[src/rtl/ariane_irq_gateway_if.sv]
`default_nettype none
// ============================================================================
// Module   : ariane_irq_gateway_if
// Brief    : Claim/complete bus between the interrupt gateway and PLIC core.
// Revision : 1.0 - initial release
// ============================================================================

interface ariane_irq_gateway_if #(
    parameter int ID_W = 5
);
    logic            max_valid_o;
    logic [ID_W-1:0] max_id_o;
    logic            claim_i;
    logic            complete_i;
    logic [ID_W-1:0] complete_id_i;

    // master: claim logic in the PLIC core; slave: the gateway
    modport master (
        input  max_valid_o,
        input  max_id_o,
        output claim_i,
        output complete_i,
        output complete_id_i
    );

    modport slave (
        output max_valid_o,
        output max_id_o,
        input  claim_i,
        input  complete_i,
        input  complete_id_i
    );
endinterface

`default_nettype wire

[src/rtl/ariane_irq_gateway.sv]
`default_nettype none
// ============================================================================
// Module   : ariane_irq_gateway
// Brief    : Per-source interrupt gateway (sync, level/edge capture, claim/
//            complete sequencing) with fixed-priority pending selection.
// Revision : 1.0 - initial release
// ============================================================================

module ariane_irq_gateway #(
    parameter int NUM_SRC     = 30,
    parameter int SYNC_STAGES = 2,
    parameter int EDGE_CNT_W  = 2,
    parameter int ID_W        = $clog2(NUM_SRC)
) (
    input  logic                 aclk,
    input  logic                 aresetn,
    input  logic [NUM_SRC-1:0]   irq_src_i,
    input  logic [NUM_SRC-1:0]   edge_mode_i,
    output logic [NUM_SRC-1:0]   ip_o,
    ariane_irq_gateway_if.slave  bus
);

    localparam logic [1:0]            S_IDLE     = 2'b00;
    localparam logic [1:0]            S_PENDING  = 2'b01;
    localparam logic [1:0]            S_INFLIGHT = 2'b10;
    localparam logic [EDGE_CNT_W-1:0] CNT_MAX    = {EDGE_CNT_W{1'b1}};

    logic [NUM_SRC-1:0] w_ip;
    logic               w_max_valid;
    logic [ID_W-1:0]    w_max_id;

    for (genvar s = 0; s < NUM_SRC; s++) begin : g_src
        logic [SYNC_STAGES-1:0] r_sync;
        logic                   r_req_d;
        logic [1:0]             r_state;
        logic [1:0]             w_state_nxt;
        logic [EDGE_CNT_W-1:0]  r_cnt;
        logic [EDGE_CNT_W-1:0]  w_cnt_nxt;
        logic                   w_raw;
        logic                   w_req;
        logic                   w_rise;
        logic                   w_edge;
        logic                   w_claim;
        logic                   w_complete;
        logic                   w_consume;
        logic                   w_pend;

        // Source 0 is reserved: its line is forced low so it never leaves IDLE.
        assign w_raw  = (s != 0) && irq_src_i[s];
        assign w_edge = edge_mode_i[s];
        assign w_req  = r_sync[SYNC_STAGES-1];
        assign w_rise = w_req & ~r_req_d;

        assign w_claim    = bus.claim_i && w_max_valid && (w_max_id == ID_W'(s));
        assign w_complete = bus.complete_i && (bus.complete_id_i == ID_W'(s));

        always_ff @(posedge aclk or negedge aresetn) begin
            if (!aresetn) begin
                r_sync  <= '0;
                r_req_d <= 1'b0;
            end else begin
                r_sync  <= {r_sync[SYNC_STAGES-2:0], w_raw};
                r_req_d <= w_req;
            end
        end

        always_ff @(posedge aclk or negedge aresetn) begin
            if (!aresetn) begin
                r_state <= S_IDLE;
                r_cnt   <= '0;
            end else begin
                r_state <= w_state_nxt;
                r_cnt   <= w_cnt_nxt;
            end
        end

        always_comb begin
            w_state_nxt = r_state;
            w_cnt_nxt   = r_cnt;
            w_consume   = 1'b0;
            case (r_state)
                S_IDLE: begin
                    if (w_edge) begin
                        // A fresh edge is consumed directly; otherwise drain the backlog.
                        if (w_rise) begin
                            w_state_nxt = S_PENDING;
                            w_consume   = 1'b1;
                        end else if (r_cnt != '0) begin
                            w_state_nxt = S_PENDING;
                            w_cnt_nxt   = r_cnt - EDGE_CNT_W'(1);
                        end
                    end else if (w_req) begin
                        w_state_nxt = S_PENDING;
                    end
                end
                S_PENDING: begin
                    if (w_claim) begin
                        w_state_nxt = S_INFLIGHT;
                    end
                end
                S_INFLIGHT: begin
                    if (w_complete) begin
                        w_state_nxt = S_IDLE;
                    end
                end
                default: w_state_nxt = S_IDLE;
            endcase
            if (w_edge && w_rise && !w_consume && (r_cnt != CNT_MAX)) begin
                w_cnt_nxt = r_cnt + EDGE_CNT_W'(1);
            end
        end

        always_comb begin
            w_pend = (r_state == S_PENDING);
        end

        assign w_ip[s] = w_pend;
    end

    // Lowest index wins: scan downward so the last hit is the smallest id.
    always_comb begin
        w_max_id = '0;
        for (int i = NUM_SRC - 1; i >= 1; i--) begin
            if (w_ip[i]) begin
                w_max_id = ID_W'(i);
            end
        end
    end

    assign w_max_valid     = |w_ip[NUM_SRC-1:1];
    assign bus.max_valid_o = w_max_valid;
    assign bus.max_id_o    = w_max_id;
    assign ip_o            = w_ip;

endmodule

`default_nettype wire
[src/flat_wrapper.sv]
// flat-port wrapper written by rule: the top's interface ports become plain ports
module ariane_irq_gateway_flat 
#(
    parameter int NUM_SRC     = 30,
    parameter int SYNC_STAGES = 2,
    parameter int EDGE_CNT_W  = 2,
    parameter int ID_W        = $clog2(NUM_SRC)
)
  (aclk, aresetn, irq_src_i, edge_mode_i, ip_o, bus_max_valid_o, bus_max_id_o, bus_claim_i, bus_complete_i, bus_complete_id_i);
  ariane_irq_gateway_if #(.ID_W(ID_W)) bus_i ();
  input  logic aclk;
  input  logic aresetn;
  input  logic [NUM_SRC-1:0] irq_src_i;
  input  logic [NUM_SRC-1:0] edge_mode_i;
  output logic [NUM_SRC-1:0] ip_o;
  output wire logic [$bits(bus_i.max_valid_o)-1:0] bus_max_valid_o;
  output wire logic [$bits(bus_i.max_id_o)-1:0] bus_max_id_o;
  input wire logic [$bits(bus_i.claim_i)-1:0] bus_claim_i;
  input wire logic [$bits(bus_i.complete_i)-1:0] bus_complete_i;
  input wire logic [$bits(bus_i.complete_id_i)-1:0] bus_complete_id_i;
  assign bus_max_valid_o = bus_i.max_valid_o;
  assign bus_max_id_o = bus_i.max_id_o;
  assign bus_i.claim_i = bus_claim_i;
  assign bus_i.complete_i = bus_complete_i;
  assign bus_i.complete_id_i = bus_complete_id_i;
  ariane_irq_gateway #(.NUM_SRC(NUM_SRC), .SYNC_STAGES(SYNC_STAGES), .EDGE_CNT_W(EDGE_CNT_W), .ID_W(ID_W)) u_core (.aclk(aclk), .aresetn(aresetn), .irq_src_i(irq_src_i), .edge_mode_i(edge_mode_i), .ip_o(ip_o), .bus(bus_i));
endmodule
[config.mk]
export PLATFORM = sky130hd
export DESIGN_NAME = ariane_irq_gateway_flat
export DESIGN_NICKNAME = d
export VERILOG_FILES = /design/src/rtl/ariane_irq_gateway_if.sv /design/src/rtl/ariane_irq_gateway.sv /design/src/flat_wrapper.sv
export SDC_FILE = /design/constraint.sdc
export NUM_CORES = 1
export LEC_CHECK = 0
export BUFFER_PORTS_ARGS = -buffer_cell sky130_fd_sc_hd__buf_2
export CAP_MARGIN = 20
export CORE_ASPECT_RATIO = 0.5
export CORE_MARGIN = 4
export CORE_UTILIZATION = 37
export DETAILED_ROUTE_END_ITERATION = 10
export PLACE_DENSITY = 0.54
export SETUP_SLACK_MARGIN = 0.3
export SLEW_MARGIN = 10
export SYNTH_ARGS = -nofsm -noshare
export SYNTH_HDL_FRONTEND = slang
export SYNTH_SLANG_ARGS = --single-unit
[constraint.sdc]
create_clock -name aclk -period 4 [get_ports aclk]
set_input_delay 0.2 -clock aclk [delete_from_list [all_inputs] [get_ports aclk]]
set_output_delay 0.2 -clock aclk [all_outputs]
set_load 0.01 [all_outputs]
# Word level (Yosys, flattened, before mapping)
# Index checks and enable logic that the tools add are counted.
# totals
regBits,207
out_inout_bits,36
# op_classes
bitwise_logic,58
mux,472
n_addsub,59
reduce_logical,387
eq_ne,296
# ops
cell,count
$mux W2,326
$reduce_and A4 Y1,59
$reduce_bool A2 Y1,117
$pmux W2 S3,30
$logic_and A1 B1 Y1,148
$mux W5,29
$eq A5 B5 Y1 const B,28
$ne A2 B1 Y1 const B,60
$ne A2 B2 Y1 const B,59
$ne A4 B2 Y1 const B,29
$ne A3 B2 Y1 const B,30
$mux W1,87
$eq A5 B4 Y1 const B,16
$eq A2 B1 Y1 const B,30
$eq A2 B2 Y1 const B,30
$logic_not A2 Y1,30
$sub A2 B1 Y2 const B,30
$add A2 B1 Y2 const B,29
$eq A5 B3 Y1 const B,8
$and A1 B1 Y1,29
$logic_not A1 Y1,29
$not A1 Y1,29
$reduce_or A29 Y1,1
$eq A5 B2 Y1 const B,4
3 further kinds,5

# Logic depth before layout (Yosys ltp)
# Gate-level depths: netlist of run 1.
# depth
ltp_word,34
depth_mapped,8
ltp_nobuf,7

# Worst setup path after synthesis of run 1
# Ideal clock, no wire load.
# synth_timing
path_type,reg-to-reg
from,reg u_core.g_src[18].r_state[0]
to,reg u_core.g_src[27].r_state[0]
stages_incl_launch_ff,7
arrival_ns,2.125
setup_time_ns,0.119
setup_slack_ns,1.756
period_less_slack_ns,2.244
cell_sequence,dfrtp_1 nor2b_4 or4_4 a211o_1 or3_4 a21o_4 o21a_1
# synth_via
elab_chain_cells,23
# synth_lines
element,line,source
from (decl),ariane_irq_gateway.sv:35,logic [1:0] r_state;
from (signal assigned),ariane_irq_gateway.sv:72,r_state <= w_state_nxt;
$eq A2 B1 Y1 (*),ariane_irq_gateway.sv:114,w_pend = (r_state == S_PENDING);
via u_core.g_src[18].w_pend,ariane_irq_gateway.sv:46,logic w_pend;
$mux W5 (18 in a row),ariane_irq_gateway.sv:124,if (w_ip[i]) begin
$eq A5 B5 Y1,ariane_irq_gateway.sv:54,assign w_claim = bus.claim_i && w_max_valid && (w_max_id == ID_W'(s));
$logic_and A1 B1 Y1 (*),ariane_irq_gateway.sv:54,
$ne A2 B1 Y1 (no source line) (*),-,
$reduce_and A4 Y1 (no source line) (*),-,
to (signal assigned),ariane_irq_gateway.sv:72,
to (decl),ariane_irq_gateway.sv:35,
# Mark *: on every way through the listed nets, which the timed path passes. The rest lies on a longest branch.
# A chain may end at the register's enable or synchronous reset.

# Final worst setup path of run 1
# layout_timing
from,reg u_core.g_src[27].r_state[1]
to,out bus_max_id_o[2]
# layout_via
elab_chain_cells,28
# layout_lines
element,line,source
$eq A2 B1 Y1,ariane_irq_gateway.sv:114,
$mux W5 (27 in a row),ariane_irq_gateway.sv:124,
to (decl),flat_wrapper.sv:17,output wire logic [$bits(bus_i.max_id_o)-1:0] bus_max_id_o;
# No other way between the ends.

==> results of run 1 <==
==> cells by family (layout without fill, tap and decap cells) <==
kind of cell               after synthesis  in the layout  synth area share [%]
muxes                                   11             11                 1.192
adders and majority gates                1              1                0.1255
xor gates and xnor gates                 1              1               0.08785
DFF                                    207            207                 51.94
AOI/OAI and AO/OA                      321            321                 21.49
and+or+nand+nor                        422            422                 20.97
buffers and inverters                   80            246                 4.191
==> layout by cell type, fill, tap and decap left out, types with 41 or more instances in the layout <==
| cell | synthesis | routed |
|---|---|---|
| a211oi_1 | 43 | 42 |
| nor2b_1 | 42 | 42 |
| buf_2 | 1 | 102 |
| inv_1 | 42 | 42 |
| nand2_1 | 131 | 131 |
| nor2_1 | 117 | 117 |
| a21oi_1 | 69 | 69 |
| dfrtp_1 | 207 | 207 |
| dlygate4sd3_1 | 0 | 59 |
| o21ai_0 | 41 | 41 |
==> how the worst min path moves through the flow <==
| stage | startpoint | to | slack, ns | cells after the start |
|---|---|---|---|---|
| after floorplan | aresetn | u_core.g_src[0].r_cnt[0] | -0.1 | 0 |
| after global placement | aresetn | u_core.g_src[26].r_cnt[0] | 0.28 | 1 |
| after detailed placement | aresetn | u_core.g_src[24].r_sync[1] | 0.28 | 1 |
| after CTS | edge_mode_i[26] | u_core.g_src[26].r_cnt[1] | 0.01 | 3 |
| after global routing | edge_mode_i[26] | u_core.g_src[26].r_cnt[1] | 0.04 | 3 |
| final | edge_mode_i[26] | u_core.g_src[26].r_cnt[1] | 0.03 | 3 |
==> area by class of cell <==
class | count | area, um2 | share of cell area [%]
Sequential cell | 207 | 5180 | 43.28
Multi-Input combinational cell | 756 | 4379 | 36.59
Timing Repair Buffer | 166 | 1159 | 9.681
Clock buffer | 30 | 609.3 | 5.091
Tap cell | 352 | 440.4 | 3.680
Inverter | 44 | 165.2 | 1.380
Clock inverter | 6 | 35.03 | 0.2927
==> registers in the layout, summed over array words and instances (netlist names) <==
register,cells
u_core.g_src.r_sync,58
u_core.g_src.r_state,60
u_core.g_src.r_req_d,29
u_core.g_src.r_cnt,60
==> worst max-delay path: stages, from the launching register on <==
cell      delay (ns)
dfrtp_1         0.40
nand2b_1        0.19
inv_1           0.10
nor4_1          0.50
a21oi_1         0.13
o21ai_0         0.44
nand2_1         0.13
a21oi_1         0.30
buf_2           0.19
==> power groups by stage <==
stage          logic (mW)  registers, mW  clock network, mW
2_1_floorplan        1.07           2.66                  0
3_3_place_gp         1.50           2.72                  0
3_5_place_dp         1.54           2.73                  0
4_1_cts              1.59           2.70               1.94
5_1_grt              1.77           2.76               2.04
6_report             1.58           2.71               1.87
==> metrics by stage <==
step           util [%]  setup WS [ns]  power, mW  std cells
3_3_place_gp      40.52          1.250      4.214       1466
2_1_floorplan         -          1.756      3.726       1043
5_1_grt           45.19         0.7707      6.561       1561
4_1_cts           45.19         0.9743      6.225       1561
6_report          45.19         0.9296      6.162       1561
3_5_place_dp      40.52          1.210      4.267       1466
==> layer usage <==
metal,track usage [%],share of wire (%),vias to the layer above
met4,3.781,2.2,0
li1,-,-,4054
met1,23.83,47,4059
met3,3.252,4.8,49
met2,28.61,46,171
met5,0,0,-
==> key figures, run 1 <==
Global route
  – Global route overflow: 0
  – First-pass GRT wire length: 41210 um
  – Vias in the first global route: 7935
  – Initial antenna violation count: 0
  – Tot GR Track Use: 17.25%
  – Largest net degree at the start of global routing: 94

Placed design
  – Hpwl dp: 18750 um
  – Port Buf Inserts: 103
  – Placed cell area: 10730 um2
  – Global placement routability congestion: 0.8555

Worst setup path
  – CP startpoint: u_core.g_src[27].r_state[1]
  – Critical R2R Capture: u_core.g_src[13].r_state[0]
  – Setup crit end kind: output pin
  – Worst EP required: 3.80 ns
  – Crit path to: bus_max_id_o[2]
  – Worst setup SP type: register
  – Critical path class: register to output pin
  – R2r startpoint: u_core.g_src[19].r_state[0]
  – Cell count of the worst reg-to-reg path: 7
  – Flop2flop setup slack: 1.17 ns
  – Critical Path Fanout Max: 5
  – Critical Path AT: 2.87 ns

Floorplan
  – Die width: 240.2 um
  – Rows: 42
  – Initial Utilization: 37.65%
  – Chip height: 124.1 um
  – Die area: 29800 um2
  – Core area: 26490 um2
  – I/O pins: 105

Synthesis
  – Cells after Synth: 1043
  – Synthesized area: 9972 um2
  – Sequential area share after synthesis: 51.94%
  – Synth top area share: 51.94%
  – Synth area leader: dfrtp_1
  – Post-synth EDFFs: 0
  – Netlist cell types: 74
  – Mapped Avg Cell Area: 9.561 um2
  – Syn_nets: 1113
  – Top cells by count, synth: dfrtp_1, nand2_1, nor2_1
  – Seq cells post-synth: 207
  – Count leader, synth: dfrtp_1
  – Prevailing post-synth register cell: dfrtp_1
  – Yosys Warn Count: 0
  – Synth async-reset ratio: 100.0%
  – Ranking of synthesized cells by area: dfrtp_1, nand2_1, nor2_1

STA
  – Hold WS: 0.03430 ns
  – Rel. slew slack: 41.89%
  – RSZ-0062 raised after global routing: false
  – Final setup viols: 0
  – Final Hold Vio Count: 0
  – Final Cycle Share: 76.76%
  – Worst slew pin tran: 0.8688 ns
  – TNS Setup: 0 ns
  – Slew Viols, Final: 0
  – Final min period: 3.070 ns
  – Fmax: 325.7 MHz
  – Clock skew: 0.01696 ns

Detailed routing
  – Drt drc: 0
  – Detail Route Antenna Nets: 0
  – DRT iter0 DRCs: 606
  – Routed WL: 25800 um
  – Avg WL per Cell: 16.53 um
  – Vias per cell: 5.338
  – Via count: 8333
  – Pre-antenna DRT Iters: 7

Layout
  – Number of diodes: 0
  – Area grow syn2layout: 20.01%
  – Fin area: 11970 um2
  – Layout fillers: 2523
  – Layout cells sized above 1: 15.22%
  – Final #Nets: 1266

CTS
  – Postcts setup bufs: 0
  – Sink Count: 207
  – H-tree depth: 1
  – Num CTS Buffers: 21
  – CTS Hold Buffers Added: 59
  – Clock root buffer: clkbuf_16
  – Clock Latency Late Sink: 0.51 ns
  – Bufs on Longest Clock Path: 3
  – Cells resized by post-CTS repair: 0
  – Worst-path clk slew: 0.06 ns
  – CTS tree: yes

Power
  – Lkg Pwr: 4.978 nW
  – Peak supply drop: 0.2202 mV
  – Pwr Density: 514.9 nW/um2
  – Power Internal: 4.044 mW
  – Clock power share: 30.4%
  – Comb pwr share: 25.7%
  – Sw frac: 34.37%
  – NetSw: 2.118 mW
  – Seq pwr share: 43.9%

Status
  – Outcome: complete, no violations

Run
  – Maxcap violations: 0

Min path
  – Min-delay worst type: input pin to register
Power figures use the tool's default switching activity.
==> run 2: changes to the inputs <==
--- a/config.mk
+++ b/config.mk
@@ -11,7 +11,7 @@
 export CORE_MARGIN = 4
 export CORE_UTILIZATION = 37
 export DETAILED_ROUTE_END_ITERATION = 10
-export PLACE_DENSITY = 0.54
+export PLACE_DENSITY = 0.56
 export SETUP_SLACK_MARGIN = 0.3
 export SLEW_MARGIN = 10
 export SYNTH_ARGS = -nofsm -noshare
==> constraint.sdc (replaced) <==
create_clock -name aclk -period 2.5 [get_ports aclk]
set_input_delay 0.125 -clock aclk [delete_from_list [all_inputs] [get_ports aclk]]
set_output_delay 0.125 -clock aclk [all_outputs]
set_load 0.01 [all_outputs]
==> run 2 against run 1 <==
Against the previous run:
- cell area grew 8.9%
- wire length grew 6.1%
- clock power is 76% higher
- global-route usage is 0.83 points higher
- worst setup slack worse by 0.87 ns
- first-iteration DRC count grew 16%
- clock skew shrank 0.0083 ns
- sequential cell count did not move
- critical endpoint is now bus_max_id_o[1]
- largest cell class unchanged
- largest power group unchanged
- highest routed layer unchanged
==> key figures, run 2 (same netlist as run 1, synthesis figures left out) <==
Global route
  – Met3 usage: 3.496% (+0.24 points)
  – Top Usage Layer GRT: met2
  – Global route overflow: 0 (unchanged)
  – Met1 Resource Use GR: 24.89% (+1.1 points)
  – First-pass GRT wire length: 43150 um (+4.7%)
  – Vias in the first global route: 8398 (+5.8%)
  – M2 GR Usage: 29.64% (+1.0 points)
  – Initial antenna violation count: 1 (+1)
  – Largest net degree at the start of global routing: 70 (-26%)
  – Tot GR Track Use: 18.08% (+0.83 points)

Worst setup path
  – Critical R2R Capture: u_core.g_src[28].r_state[0]
  – Worst EP required: 2.38 ns (-1.42 ns)
  – Worst path cell trace: nor2b_4, or4_1, o2111ai_4, a211oi_4, buf_6, buf_2
  – Flop2flop setup slack: 0.07 ns (-1.10 ns)
  – CP startpoint: u_core.g_src[18].r_state[0]
  – Worst setup SP type: register
  – Setup crit end kind: output pin
  – Max incr delay on CP: 0.57 ns (+0.07 ns)
  – R2r startpoint: u_core.g_src[18].r_state[0]
  – Crit path to: bus_max_id_o[1]
  – Critical path class: register to output pin
  – Cell count of the worst reg-to-reg path: 7 (unchanged)
  – Critical Path AT: 2.32 ns (-0.55 ns)
  – Crit-path slowest cell: or4_1
  – Critical Path Fanout Max: 9 (+4)

Layout
  – Final #Nets: 1354 (+7.0%)
  – Non-Filler Instances: 1647 (+5.5%)
  – Commonest cells after routing, fill and taps aside: dfrtp_1, nand2_1, nor2_1, buf_2, buf_4
  – Core Util, Final: 49.22% (+4.0 points)
  – Leading cell type in the layout, fill and taps excluded: dfrtp_1
  – Layout cells sized above 1: 23.96% (+8.7 points)
  – Fin area: 13040 um2 (+8.9%)
  – Biggest regs: u_core.g_src.r_cnt x60, u_core.g_src.r_state x60, u_core.g_src.r_sync x58
  – Area grow syn2layout: 30.73%

STA
  – Slew Viols, Final: 0 (unchanged)
  – Fmax: 409.0 MHz
  – Final Hold Vio Count: 0 (unchanged)
  – Clock skew: 0.008657 ns (-0.008298 ns)
  – Final setup viols: 0 (unchanged)
  – TNS Setup: 0 ns (unchanged)
  – RSZ-0062 raised after global routing: true
  – Hold WS: 0.1288 ns (+0.09452 ns)
  – Final Cycle Share: 97.79%
  – Worst slew pin tran: 0.7914 ns (-0.07746 ns)
  – Final min period: 2.445 ns
  – Setup ws final: 0.05522 ns (-0.8744 ns)
  – Rel. slew slack: 46.84% (+4.9 points)

CTS
  – Clock root buffer: clkbuf_16
  – Worst-path clk slew: 0.07 ns (about the same)
  – Sink Count: 207 (unchanged)
  – H-tree depth: 1 (unchanged)
  – CTS tree: yes
  – Num CTS Buffers: 21 (unchanged)
  – Clock Latency Late Sink: 0.50 ns (about the same)
  – Bufs on Longest Clock Path: 3 (unchanged)

Floorplan
  – Rows: 42 (unchanged)
  – Die width: 240.2 um (unchanged)
  – Die area: 29800 um2 (unchanged)
  – Initial Utilization: 37.65% (unchanged)
  – I/O pins: 105 (unchanged)
  – Core area: 26490 um2 (unchanged)
  – Chip height: 124.1 um (unchanged)

Detailed routing
  – Drt drc: 0 (unchanged)
  – Vias per cell: 5.305 (-0.62%)
  – Avg WL per Cell: 16.63 um (+0.60%)
  – Pre-antenna DRT Iters: 7 (unchanged)
  – Routed WL: 27390 um (+6.1%)
  – DRT iter0 DRCs: 703 (+16%)
  – Via count: 8738 (+4.9%)
  – Detail Route Antenna Nets: 0 (unchanged)

Status
  – Outcome: complete, no violations

Power
  – Pwr Density: 824.4 nW/um2 (+60%)
  – Power Total: 10.75 mW (+74%)
  – Peak supply drop: 0.4162 mV (+89%)
  – Lkg Pwr: 5.542 nW (+11%)

Placed design
  – Dpl cells: 1528 (+4.2%)
  – Pre-CTS WS: 0.004361 ns (-1.206 ns)
  – Global placement routability congestion: 0.8841 (+3.3%)
  – Placed cell area: 11210 um2 (+4.5%)
  – Port Buf Inserts: 103 (unchanged)
  – Hpwl dp: 19940 um (+6.3%)

Min path
  – Min-delay worst type: input pin to register

Run
  – Maxcap violations: 0 (unchanged)
run 2: changes by cell type in the layout (fill, tap and decap cells not counted), sizes merged:
cell         change
buf             +86
clkbuf           -6
bufinv           +4
clkinv           -3
dlygate4sd3      +2
clkinvlp         +1
diode            +1
inv              +1
run 2: power breakdown:
| group | leakage (nW) | internal [mW] | switching [mW] |
|---|---|---|---|
| clock network | 0.334 | 1.98 | 1.33 |
| logic | 2.79 | 1.35 | 1.76 |
| registers | 2.42 | 3.81 | 0.526 |
| total | 5.54 | 7.13 | 3.62 |
run 2: repair_timing:
action                                 CTS  global route
hold buffers                            61             0
endpoints found under the hold margin  154             0
buffers inserted                        13            11
setup endpoints to repair               53            59
pin swaps                               18             5
resized for setup                       36            36
run 2: worst min path at each step:
stage,depth (start not counted),startpoint,end,slack (ns)
5_1_grt,4,bus_complete_id_i[2],u_core.g_src[12].r_state[1],0.12
3_5_place_dp,1,aresetn,u_core.g_src[26].r_sync[1],0.13
2_1_floorplan,0,aresetn,u_core.g_src[0].r_cnt[0],-0.17
6_report,4,bus_complete_id_i[2],u_core.g_src[12].r_state[1],0.13
4_1_cts,4,bus_complete_id_i[1],u_core.g_src[14].r_state[1],0.09
3_3_place_gp,1,aresetn,u_core.g_src[26].r_sync[1],0.13
run 2: critical path, delay by kind of cell, from the launching register on:
kind | cells | cell delay, ns
AOI/OAI and AO/OA | 2 | 0.42
buffers and inverters | 2 | 0.30
DFF | 1 | 0.38
and+or+nand+nor | 2 | 0.71
run 2: layout make-up:
cell class / instances / area [um2]
multi-input combinational: 756 / 4671
antenna: 1 / 2.502
inverter: 44 / 165.2
clock inverter: 9 / 156.4
clock buffer: 24 / 546.8
tap: 352 / 440.4
fill: 2445 / 13450
timing repair buffer: 254 / 1871
sequential: 207 / 5184
run 2: metal layers:
| metal | wire length (um) | vias up |
|---|---|---|
| met5 | 0 | - |
| met4 | 780 | 0 |
| met3 | 1687 | 46 |
| met2 | 12500 | 227 |
| met1 | 12420 | 4236 |
| li1 | - | 4229 |
